[config.mk]
export PLATFORM = sky130hd
export DESIGN_NAME = c_pipe_hs_sink
export DESIGN_NICKNAME = d
export VERILOG_FILES = /design/src/rtl/c_pipe_hs_sink.sv
export SDC_FILE = /design/constraint.sdc
export NUM_CORES = 1
export LEC_CHECK = 0
export BUFFER_PORTS_ARGS = -buffer_cell sky130_fd_sc_hd__buf_2
export CAP_MARGIN = 25
export CORE_MARGIN = 5
export CORE_UTILIZATION = 55
export DETAILED_ROUTE_END_ITERATION = 12
export PLACE_DENSITY_LB_ADDON = 0.3
export SETUP_SLACK_MARGIN = 0.4
export SYNTH_ARGS = -nofsm -noshare
export SYNTH_HDL_FRONTEND = slang
export SYNTH_SLANG_ARGS = --single-unit
[constraint.sdc]
create_clock -name wb_clk_i -period 3.3 [get_ports wb_clk_i]
set_input_delay 0.33 -clock wb_clk_i [delete_from_list [all_inputs] [get_ports wb_clk_i]]
set_output_delay 0.33 -clock wb_clk_i [all_outputs]
set_load 0.02 [all_outputs]
[src/rtl/c_pipe_hs_sink.sv]
// Clocked sink for a Muller-C micropipeline: 4-phase RZ req/ack handshake in,
// capture FIFO, and a valid/ready word stream out to the synchronous side.
//
// state   | meaning
// WAIT_LO | after reset; wait for a settled, low request before accepting words
// IDLE    | ack low; capture on synchronized request if the FIFO has room
// ACK     | ack high; wait for request to return to zero, watch for a stall
module c_pipe_hs_sink #(
  parameter int DATA_W      = 4,
  parameter int SYNC_STAGES = 2,
  parameter int FIFO_DEPTH  = 4,
  parameter int TIMEOUT     = 255
) (
  input  logic                          wb_clk_i,
  input  logic                          wb_rst_i,
  input  logic                          hs_req_i,
  input  logic [DATA_W-1:0]             hs_data_i,
  output logic                          hs_ack_o,
  output logic                          out_valid_o,
  output logic [DATA_W-1:0]             out_data_o,
  input  logic                          out_ready_i,
  output logic [$clog2(FIFO_DEPTH):0]   fifo_level_o,
  output logic [15:0]                   hs_count_o,
  output logic                          err_timeout_o
);

  localparam int PTR_W = $clog2(FIFO_DEPTH);
  localparam int LVL_W = PTR_W + 1;
  localparam int TO_W  = $clog2(TIMEOUT + 1);
  localparam int SET_W = $clog2(SYNC_STAGES + 1);

  typedef enum logic [1:0] {
    WAIT_LO = 2'd0,
    IDLE    = 2'd1,
    ACK     = 2'd2
  } state_t;

  state_t                   state;
  state_t                   state_n;
  logic [SYNC_STAGES-1:0]   sync_q;
  logic                     req_s;
  logic [SET_W-1:0]         settle;
  logic                     ack_q;
  logic                     ack_n;
  logic [TO_W-1:0]          to_cnt;
  logic                     to_clr;
  logic                     to_inc;
  logic                     err_q;
  logic [15:0]              count_q;

  logic [DATA_W-1:0]        mem [FIFO_DEPTH];
  logic [PTR_W-1:0]         wr_ptr;
  logic [PTR_W-1:0]         rd_ptr;
  logic [LVL_W-1:0]         level;
  logic                     full;
  logic                     empty;
  logic                     push;
  logic                     pop;

  // Request synchronizer; req_s is the only view of hs_req_i.
  always_ff @(posedge wb_clk_i) begin
    if (wb_rst_i) sync_q <= '0;
    else          sync_q <= {sync_q[SYNC_STAGES-2:0], hs_req_i};
  end

  assign req_s = sync_q[SYNC_STAGES-1];

  // The cleared synchronizer reads low right after reset even if the sender
  // still holds req high; wait until it has refilled with real samples.
  always_ff @(posedge wb_clk_i) begin
    if (wb_rst_i)            settle <= SET_W'(SYNC_STAGES);
    else if (settle != '0)   settle <= settle - 1'b1;
  end

  assign full  = (level == LVL_W'(FIFO_DEPTH));
  assign empty = (level == '0);
  assign pop   = ~empty & out_ready_i;

  always_comb begin
    state_n = state;
    ack_n   = 1'b0;
    push    = 1'b0;
    to_clr  = 1'b0;
    to_inc  = 1'b0;
    case (state)
      WAIT_LO: begin
        if (settle == '0 && !req_s) state_n = IDLE;
      end
      IDLE: begin
        if (req_s && !full) begin
          push    = 1'b1;
          ack_n   = 1'b1;
          state_n = ACK;
        end
      end
      ACK: begin
        ack_n = 1'b1;
        if (!req_s) begin
          ack_n   = 1'b0;
          to_clr  = 1'b1;
          state_n = IDLE;
        end else begin
          to_inc = 1'b1;
        end
      end
      default: state_n = WAIT_LO;
    endcase
  end

  always_ff @(posedge wb_clk_i) begin
    if (wb_rst_i) begin
      state <= WAIT_LO;
      ack_q <= 1'b0;
    end else begin
      state <= state_n;
      ack_q <= ack_n;
    end
  end

  always_ff @(posedge wb_clk_i) begin
    if (wb_rst_i) begin
      to_cnt <= '0;
      err_q  <= 1'b0;
    end else begin
      if (to_clr)
        to_cnt <= '0;
      else if (to_inc && to_cnt != TO_W'(TIMEOUT))
        to_cnt <= to_cnt + 1'b1;
      if (to_inc && to_cnt == TO_W'(TIMEOUT - 1))
        err_q <= 1'b1;
    end
  end

  always_ff @(posedge wb_clk_i) begin
    if (wb_rst_i)  count_q <= '0;
    else if (push) count_q <= count_q + 16'd1;
  end

  always_ff @(posedge wb_clk_i) begin
    if (push) mem[wr_ptr] <= hs_data_i;
  end

  always_ff @(posedge wb_clk_i) begin
    if (wb_rst_i) begin
      wr_ptr <= '0;
      rd_ptr <= '0;
      level  <= '0;
    end else begin
      if (push) wr_ptr <= wr_ptr + 1'b1;
      if (pop)  rd_ptr <= rd_ptr + 1'b1;
      case ({push, pop})
        2'b10:   level <= level + 1'b1;
        2'b01:   level <= level - 1'b1;
        default: level <= level;
      endcase
    end
  end

  assign hs_ack_o      = ack_q;
  assign out_valid_o   = ~empty;
  assign out_data_o    = empty ? '0 : mem[rd_ptr];
  assign fifo_level_o  = level;
  assign hs_count_o    = count_q;
  assign err_timeout_o = err_q;

endmodule
### Word level (Yosys, flattened, before mapping)

Memory sizes are Yosys's and may differ from the RTL's. A register that Yosys moved wholly into a read port is not among the register bits.
Index checks and enable logic that the tools add are counted.

* add/subtract/negate cells: 7
* eq/ne operators: 10
* mux-type cells: 17
* bitwise gates (word level): 2
* reduce and logical (&&, ||, !) cells: 13

Operators with widths (number)
* adder 16 x 1 -> 16 bit, second input constant: 1
* two-way mux 2 bit: 5
* adder 8 x 1 -> 8 bit, second input constant: 1
* equality test 8 bit, second input constant: 1
* two-way mux 1 bit: 8
* inequality test 8 bit, second input constant: 1
* inequality test 2 bit, second input constant: 3
* case mux 2 bit (3 select lines): 1
* case mux 3 bit (2 select lines): 1
* adder 2 x 1 -> 2 bit, second input constant: 2
* equality test 2 x 1 -> 1 bit, second input constant: 2
* equality test 2 bit, second input constant: 2
* logical AND 1 bit: 4
* zero test 2 bit: 2
* two-way mux 4 bit: 1
* nonzero test 2 bit: 2
* adder 3 x 1 -> 3 bit, second input constant: 1
* equality test 3 bit, second input constant: 1
* zero test 3 bit: 1
* AND reduction 3 bit: 1
* subtractor 3 x 1 -> 3 bit, second input constant: 1
* zero test 1 bit: 2
* case mux 1 bit (2 select lines): 1
* OR reduction 2 bit: 1
* 3 further kinds: 3

* register bits: 39
* RAM bits: 16
* input port bits: 8
* output and inout port bits: 26
* word-level logic and storage cells: 60
* memories: 1

Memories
* mem: words 4, bits a word 4, rd ports 1, clocked after memory_dff 1, wr ports 1, line 51 `logic [DATA_W-1:0] mem [FIFO_DEPTH];`

### Logic depth before layout (Yosys ltp)

Gate-level depths: netlist (run 1).

* depth in word-level cells: 7
* gate-level depth with buffers: 11
* mapped depth without buffers: 11

### Worst setup path after synthesis (run 1)

OpenSTA, ideal clock, no wires.

* path kind: reg2reg
* start: reg level[2] (netlist: fifo_level_o[2])
* end: reg level[2] (netlist: fifo_level_o[2])
* setup time: 70 ps
* data arrival time: 2507 ps
* required time: 3230 ps
* setup slack: 723 ps
* stages on the path, launching flop included: 11
* path buffers: 1
* period minus slack after synthesis: 2577 ps
* path through: dfxtp_1 > nor3b_1 > clkbuf_1 > nor2_1 > inv_1 > ha_1 > inv_1 > fa_1 > xor2_1 > or3_1 > a21oi_1

* word-level cells in the longest chain between the ends: 7
* elaborated cells on any way between the ends: 14
* classes of those cells: add/sub (2); eq/ne (3); mux (3); bitwise (2); reduce/logical (4)

Ends and longest elaborated chain
* start, declared: line 54 `logic [LVL_W-1:0] level;`
* start signal, assigned: line 152 `2'b10: level <= level + 1'b1;`
* start signal, assigned: line 153 `2'b01: level <= level - 1'b1;`
* start signal, assigned: line 154 `default: level <= level;`
* equality test 3 bit: line 75 `assign full = (level == LVL_W'(FIFO_DEPTH));`
* zero test 1 bit: line 90 `if (req_s && !full) begin`
* logical AND 1 bit: line 90
* two-way mux 1 bit: line 90
* two-way mux 1 bit: line 85 `case (state)`
* equality test 2 x 1 -> 1 bit or equality test 2 bit (tied branches): line 151 `case ({push, pop})`
* case mux 3 bit (2 select lines) or nonzero test 2 bit (tied branches)

Parallel ways exist; a longest one is shown, timed or not.
A chain may end at the register's enable or synchronous reset.

### Worst setup path in the final report (run 1)

* start: reg state[1]
* end: reg level[2] (netlist: fifo_level_o[2])

* word-level cells in the longest chain between the ends: 4
* elaborated cells on any way between the ends: 6
* classes of those cells: eq/ne (3); mux (2); reduce/logical (1)

Ends and longest elaborated chain
* start, declared: line 38 `state_t state;`
* start signal, assigned: line 115 `state <= state_n;`
* equality test 2 x 1 -> 1 bit *: line 85
* two-way mux 1 bit *: line 85
* equality test 2 x 1 -> 1 bit or equality test 2 bit (tied branches): line 151
* case mux 3 bit (2 select lines) or nonzero test 2 bit (tied branches)

Every way passes the cells marked *; elsewhere a longest branch is shown, timed or not.

==> results of run 1 <==
## cell families after synthesis
family / after synthesis / synth area share (%)
DFF: 57 / 49.98
AOI/OAI and AO/OA: 31 / 7.064
buffers and inverters: 25 / 3.940
and+or+nand+nor: 95 / 20.18
adders and majority gates: 15 / 7.497
muxes: 6 / 4.277
xor gates and xnor gates: 21 / 7.064
## Yosys cell counts (5+ instances only)
master / instances / area share [%]
sky130_fd_sc_hd__a21oi_1: 13 / 2.5
sky130_fd_sc_hd__and2_1: 9 / 2.2
sky130_fd_sc_hd__clkbuf_1: 7 / 1.0
sky130_fd_sc_hd__dfxtp_1: 41 / 32
sky130_fd_sc_hd__edfxtp_1: 16 / 18
sky130_fd_sc_hd__ha_1: 14 / 6.7
sky130_fd_sc_hd__inv_1: 16 / 2.3
sky130_fd_sc_hd__nand2_1: 6 / 0.86
sky130_fd_sc_hd__nand3_1: 12 / 2.3
sky130_fd_sc_hd__nand4_1: 6 / 1.4
sky130_fd_sc_hd__nor2_1: 28 / 4.0
sky130_fd_sc_hd__nor3_1: 5 / 0.96
sky130_fd_sc_hd__o21ai_0: 8 / 1.5
sky130_fd_sc_hd__or3_1: 8 / 1.9
sky130_fd_sc_hd__xnor2_1: 11 / 3.7
sky130_fd_sc_hd__xor2_1: 10 / 3.4
## worst register-to-register path, stage by stage, from the launching register on
cell                      delay, ps
sky130_fd_sc_hd__dfxtp_1        350
sky130_fd_sc_hd__inv_1           90
sky130_fd_sc_hd__ha_1           250
sky130_fd_sc_hd__nand2_1        180
sky130_fd_sc_hd__nor2_1          60
sky130_fd_sc_hd__buf_4          170
sky130_fd_sc_hd__inv_1           60
sky130_fd_sc_hd__ha_1           170
sky130_fd_sc_hd__inv_1           60
sky130_fd_sc_hd__fa_1           370
sky130_fd_sc_hd__xor2_1         160
sky130_fd_sc_hd__or3_1          320
sky130_fd_sc_hd__a21oi_1        160
## final timing paths
| check | start | end |
|---|---|---|
| min reg2reg | sync_q[0] | sync_q[1] |
| max reg2reg | state[1] | fifo_level_o[2] |
| max | state[1] | fifo_level_o[2] |
| min | hs_data_i[0] | mem[1][0] |
## flip-flops by register name, indices dropped and copies added, names as in the netlist, named ones only
register	count
settle	2
state	2
sync_q	2
mem	16
wr_ptr	2
hs_count_o	16
to_cnt	8
fifo_level_o	3
err_timeout_o	1
rd_ptr	2
hs_ack_o	1
## metal layers
metal  vias up  wire, um  track usage [%]  share of wire (%)
met1       835      2063            19.61                 45
met3         8       266            6.916                5.8
met4         0        68            5.769                1.5
met2        43      2190            26.74                 48
met5         -         0                0                  0
li1        949         -                -                  -
## per-stage QoR
stage | power (mW) | cells
3_3_place_gp | 0.9985 | 330
5_1_grt | 1.593 | 346
6_report | 1.510 | 346
2_1_floorplan | 0.9551 | 250
3_5_place_dp | 1.006 | 330
4_1_cts | 1.525 | 346
## where the power goes
group	internal, mW	leakage [nW]	switching, mW	total (mW)
logic	0.0955	0.593	0.124	0.219
registers	0.748	0.476	0.0241	0.772
clock network	0.259	0.0800	0.259	0.518
## layout make-up
class / count / share of cell area [%]
flip-flops and latches: 57 / 43.94
multi-input cells: 168 / 40.52
repair buffers: 35 / 6.084
clock buffers: 10 / 4.309
well taps: 54 / 2.281
inverters: 16 / 2.028
clock inverters: 6 / 0.8450
==> results.py, run 1 <==
metrics = {
    "run_status": {
        "status": "finished, final reports clean",
    },
    "worst_setup_path": {
        "path_class": "reg -> reg",
        "cp_cell_sequence": "inv_1 > ha_1 > nand2_1 > nor2_1 > buf_4 > inv_1 > ha_1 > inv_1 > fa_1 > xor2_1 > or3_1 > a21oi_1",
        "critPathBufInv": 4,
        "crit_path_frequent_cell": "sky130_fd_sc_hd__inv_1",
        "critical_path_peak_fanout": 10,
        "ff2ff_path_depth": 12,
        "critical_path_depth": 12,
        "critical_path.max_stage_delay_ps": 370,
        "critPathCaptureType": "flop",
        "critPathLaunchType": "flop",
        "arrival_ps": 2730,
        "cp.required_ps": 3550,
        "crit_slowest_cell": "sky130_fd_sc_hd__fa_1",
        "setup_slack_of_the_worst_register_to_register_path_ps": 820,
        "worst_path_dominant_cell_family": "adder cells",
    },
    "routing": {
        "drt_drc_violations_left": 0,
        "detail_route.first_pass.iterations": 4,
        "drt_iter0_drc": 67,
        "via_per_inst": 5.303,
        "drt-wirelength-per-cell_um": 13.26,
        "postRouteWirelength_mm": 4.588,
        "final_antenna_net_count": 0,
        "vias": 1835,
    },
    "synth": {
        "mappedNetlistNets": 273,
        "synthArstFlopShare_pct": 0,
        "ys_ff_latch": 57,
        "synth_sequential_area_ratio_pct": 49.98,
        "synthCells": 250,
        "synth_area_sq_um": 2604,
        "synth.yosys.warnings": 0,
        "number_of_distinct_library_cells_after_synthesis": 40,
        "avgSynthCellArea_sq_um": 10.41,
        "ys.flop_type": "sky130_fd_sc_hd__dfxtp_1",
        "number_of_enable_flip_flop_cells_after_synthesis": 16,
    },
    "floorplanning": {
        "die_w_um": 78.81,
        "design.die.area_sq_um": 6210,
        "num_rows": 25,
        "initial_util_pct": 55.87,
        "die_h_um": 78.81,
        "pin_count": 34,
        "core_area_sq_um": 4661,
    },
    "cts": {
        "root_buffer_master": "sky130_fd_sc_hd__clkbuf_8",
        "clkSinkCount": 57,
        "tritoncts": "built",
        "clk_latency_ps": 330,
        "post_cts_clock_slew_at_the_launch_and_capture_registers_of_the_worst_setup_and_hold_paths_ps": 60,
        "cts_htree_levels": 3,
        "number_of_buffers_created_by_cts": 9,
        "ctsResizeCount": 0,
        "clock_tree.buffer_depth": 2,
        "total_setup_buffers_inserted_after_cts": 0,
        "post_cts_hold_buffer_count": 0,
    },
    "worst_hold_path": {
        "holdPathStages": 1,
        "worst_hold_path_type": "in -> reg",
    },
    "placed_design": {
        "dpl.hpwl_mm": 3.268,
        "buffer_ports.inserted": 33,
        "placed_area_sq_um": 2809,
        "gp_congestion": 0.8849,
        "preCtsSetupSlack_ps": 830.6,
    },
    "flow_run": {
        "maxCapViolCount": 0,
    },
    "final_layout": {
        "seqCellArea_sq_um": 1301,
        "stdcell_area_sq_um": 2962,
        "combined_area_of_the_multi_input_logic_cells_sq_um": 1200,
        "final_nets": 310,
        "final_util_pct": 63.54,
        "layout_commonest_cell": "sky130_fd_sc_hd__dfxtp_1",
        "layout.cells.most_common_list": "41 x sky130_fd_sc_hd__dfxtp_1, 33 x sky130_fd_sc_hd__buf_2, 28 x sky130_fd_sc_hd__nor2_1, 16 x sky130_fd_sc_hd__inv_1, 16 x sky130_fd_sc_hd__edfxtp_1",
        "n_antenna_cell": 0,
        "fillers": 389,
        "final_layout_size_suffix_gt1_share_pct": 19.18,
        "syn2layout_area_growth_pct": 13.74,
    },
    "global_route": {
        "grt-ovfl-total": 0,
        "grt_max_degree": 35,
        "first_pass_grt_wire_length_mm": 7.838,
        "antenna_violations_before_repair": 0,
        "first_global_vias": 1682,
        "gr-usage-all-layers_pct": 16.48,
    },
    "timing": {
        "report.final.hold_viol_count": 0,
        "finalSetupViolCount": 0,
        "timing_max_transition_violations_final": 0,
        "period_share_pct": 75.13,
        "tightest_slew_ps": 596.8,
        "grt_setup_unrepaired": "no",
        "max_freq_mhz": 403.4,
        "setup_total_negative_slack_ps": 0,
        "setup_slack_ps": 820.8,
        "max-slew-margin-rel_pct": 59.91,
        "worst_hold_slack_ps": 213.0,
        "final.setup_skew_ps": 7.138,
        "finalWorstPathRequiredPeriod_ps": 2479,
    },
    "pwr": {
        "leakage_nw": 1.149,
        "power.density_nw_per_um2": 509.8,
        "vdd_ir_drop_max_mv": 0.3799,
    },
}
Power figures use the tool's default switching activity.
==> run 2: changes to the inputs <==
--- a/config.mk
+++ b/config.mk
@@ -8,7 +8,7 @@
 export BUFFER_PORTS_ARGS = -buffer_cell sky130_fd_sc_hd__buf_2
 export CAP_MARGIN = 25
 export CORE_MARGIN = 5
-export CORE_UTILIZATION = 55
+export CORE_UTILIZATION = 51
 export DETAILED_ROUTE_END_ITERATION = 12
 export PLACE_DENSITY_LB_ADDON = 0.3
 export SETUP_SLACK_MARGIN = 0.4
==> constraint.sdc (replaced) <==
create_clock -name wb_clk_i -period 2.2 [get_ports wb_clk_i]
set_input_delay 0.22 -clock wb_clk_i [delete_from_list [all_inputs] [get_ports wb_clk_i]]
set_output_delay 0.22 -clock wb_clk_i [all_outputs]
set_load 0.02 [all_outputs]
==> run 2 against run 1 <==
Net effect: final cell count is 7.8% higher; sequential share of layout area is 3.4 points lower; clock-buffer cell count stayed put; clock power is 130% higher; register-to-register slack worse by 480 ps; global-route usage is 0.57 points lower; combinational power is 82% higher; first-iteration DRC count is 25% higher; critical path type unchanged; via count is 4.9% higher; largest cell class unchanged; design area is 10% higher; critical path depth is 1 lower.
==> results.py, run 2 (synthesis gave the netlist of run 1 again) <==
metrics = {
    "run_status": {
        "status": "finished, final reports clean",
    },
    "worst_setup_path": {
        "setup_slack_of_the_worst_register_to_register_path_ps": 340,
        "critPathLaunchType": "flop",
        "crit-reg2reg-capture": "fifo_level_o[2]",
        "path_class": "reg -> reg",
        "critical_path_peak_fanout": 4,
        "worst_r2r_startpoint": "state[1]",
        "critPathCaptureType": "flop",
        "arrival_ps": 2110,
        "crit_path_start": "state[1]",
        "ff2ff_path_depth": 11,
        "capture_point_of_the_worst_path": "fifo_level_o[2]",
        "cp.required_ps": 2450,
    },
    "routing": {
        "drt_iter0_drc": 84,
        "drt_drc_violations_left": 0,
        "detail_route.first_pass.iterations": 4,
        "postRouteWirelength_mm": 4.786,
        "via_per_inst": 5.161,
        "drt-wirelength-per-cell_um": 12.83,
        "final_antenna_net_count": 0,
        "vias": 1925,
    },
    "timing": {
        "final.setup_skew_ps": 4.472,
        "report.final.hold_viol_count": 0,
        "setup_total_negative_slack_ps": 0,
        "max_freq_mhz": 537.3,
        "max-slew-margin-rel_pct": 60.30,
        "tightest_slew_ps": 595.4,
        "grt_setup_unrepaired": "yes",
        "timing_max_transition_violations_final": 0,
        "period_share_pct": 84.60,
        "finalSetupViolCount": 0,
        "finalWorstPathRequiredPeriod_ps": 1861,
    },
    "final_layout": {
        "n_antenna_cell": 0,
        "layout_commonest_cell": "sky130_fd_sc_hd__dfxtp_1",
        "layout.cells.most_common_list": "32 x sky130_fd_sc_hd__dfxtp_1, 31 x sky130_fd_sc_hd__buf_2, 26 x sky130_fd_sc_hd__nor2_1, 16 x sky130_fd_sc_hd__edfxtp_1, 14 x sky130_fd_sc_hd__buf_4",
        "final-instance-count-excl-fill": 373,
        "final_layout_size_suffix_gt1_share_pct": 32.34,
        "syn2layout_area_growth_pct": 25.42,
        "final_nets": 321,
    },
    "cts": {
        "tritoncts": "built",
        "cts_htree_levels": 3,
        "clkSinkCount": 57,
        "clock_tree.buffer_depth": 2,
        "root_buffer_master": "sky130_fd_sc_hd__clkbuf_8",
        "clk_latency_ps": 330,
        "post_cts_clock_slew_at_the_launch_and_capture_registers_of_the_worst_setup_and_hold_paths_ps": 60,
        "number_of_buffers_created_by_cts": 9,
    },
    "floorplanning": {
        "num_rows": 26,
        "design.die.area_sq_um": 6634,
        "die_h_um": 81.45,
        "initial_util_pct": 51.64,
        "pin_count": 34,
        "die_w_um": 81.45,
        "core_area_sq_um": 5042,
    },
    "worst_hold_path": {
        "worst_hold_path_type": "in -> reg",
        "hold_path.startpoint": "hs_data_i[2]",
    },
    "placed_design": {
        "placed_cells_incl_taps": 348,
        "buffer_ports.inserted": 33,
        "gp_congestion": 0.8171,
        "dpl.hpwl_mm": 3.226,
    },
    "pwr": {
        "leakage_nw": 1.274,
        "power.density_nw_per_um2": 836.7,
        "vdd_ir_drop_max_mv": 0.5104,
    },
    "global_route": {
        "grt-ovfl-total": 0,
        "first_global_vias": 1779,
        "first_pass_grt_wire_length_mm": 7.852,
        "grt_max_degree": 35,
        "gr-usage-all-layers_pct": 15.91,
        "antenna_violations_before_repair": 0,
    },
    "flow_run": {
        "maxCapViolCount": 0,
    },
}
## run 2: per-layer routing
metal	track usage, %	vias up	routed length [um]
li1	-	975	-
met1	19.40	908	2199
met2	24.92	37	2303
met3	5.482	5	231
met4	8.108	0	52
met5	0	-	0
## run 2: worst min path at each step
stage	to	slack, ps	cells past startpoint
3_3_place_gp	sync_q[1]	430	1
5_1_grt	mem[0][3]	100	1
4_1_cts	mem[0][0]	90	1
6_report	mem[0][2]	100	1
3_5_place_dp	mem[0][0]	440	1
2_1_floorplan	mem[0][0]	320	0
## run 2: metrics by stage
stage	hold WS, ps	instance area (sq um)	util, %	setup slack [ps]	power, mW
finish	104.4	3266	64.76	338.9	2.732
floorplan	318.9	2689	-	167.0	1.464
global route	95.79	3266	64.76	235.3	2.880
CTS	85.75	3234	64.14	329.5	2.754
detailed placement	443.4	2909	57.69	170.9	1.535
global placement	431.8	2909	57.69	227.9	1.527
## run 2: power breakdown
group	internal, mW	switching (mW)	total [mW]
combinational	0.195	0.204	0.399
clock	0.777	0.394	1.17
sequential	1.12	0.0385	1.16
total	2.10	0.637	2.73
## run 2: repair_timing
action	in CTS	in global routing
hold buffers	0	0
gates cloned	0	0
gates resized for setup	9	9
pin swaps	4	2
setup buffers	8	1
setup endpoints to repair	7	8
## run 2: layout make-up
| type | instances | area, sq um |
|---|---|---|
| Clock buffer | 10 | 137.6 |
| Clock inverter | 6 | 105.1 |
| Fill cell | 411 | 1777 |
| Inverter | 16 | 60.06 |
| Multi-Input combinational cell | 168 | 1279 |
| Sequential cell | 57 | 1325 |
| Tap cell | 70 | 87.58 |
| Timing Repair Buffer | 46 | 271.5 |
## run 2: worst max-delay path, cell delays in order (launching register included)
cell                      delay (ps)
sky130_fd_sc_hd__dfxtp_2         330
sky130_fd_sc_hd__inv_2            60
sky130_fd_sc_hd__ha_4            180
sky130_fd_sc_hd__nand2_4          70
sky130_fd_sc_hd__nor2_4           40
sky130_fd_sc_hd__inv_2            60
sky130_fd_sc_hd__ha_4            120
sky130_fd_sc_hd__inv_2            30
sky130_fd_sc_hd__fa_2            320
sky130_fd_sc_hd__xor2_1          150
sky130_fd_sc_hd__or3_1           300
sky130_fd_sc_hd__a21oi_1         110
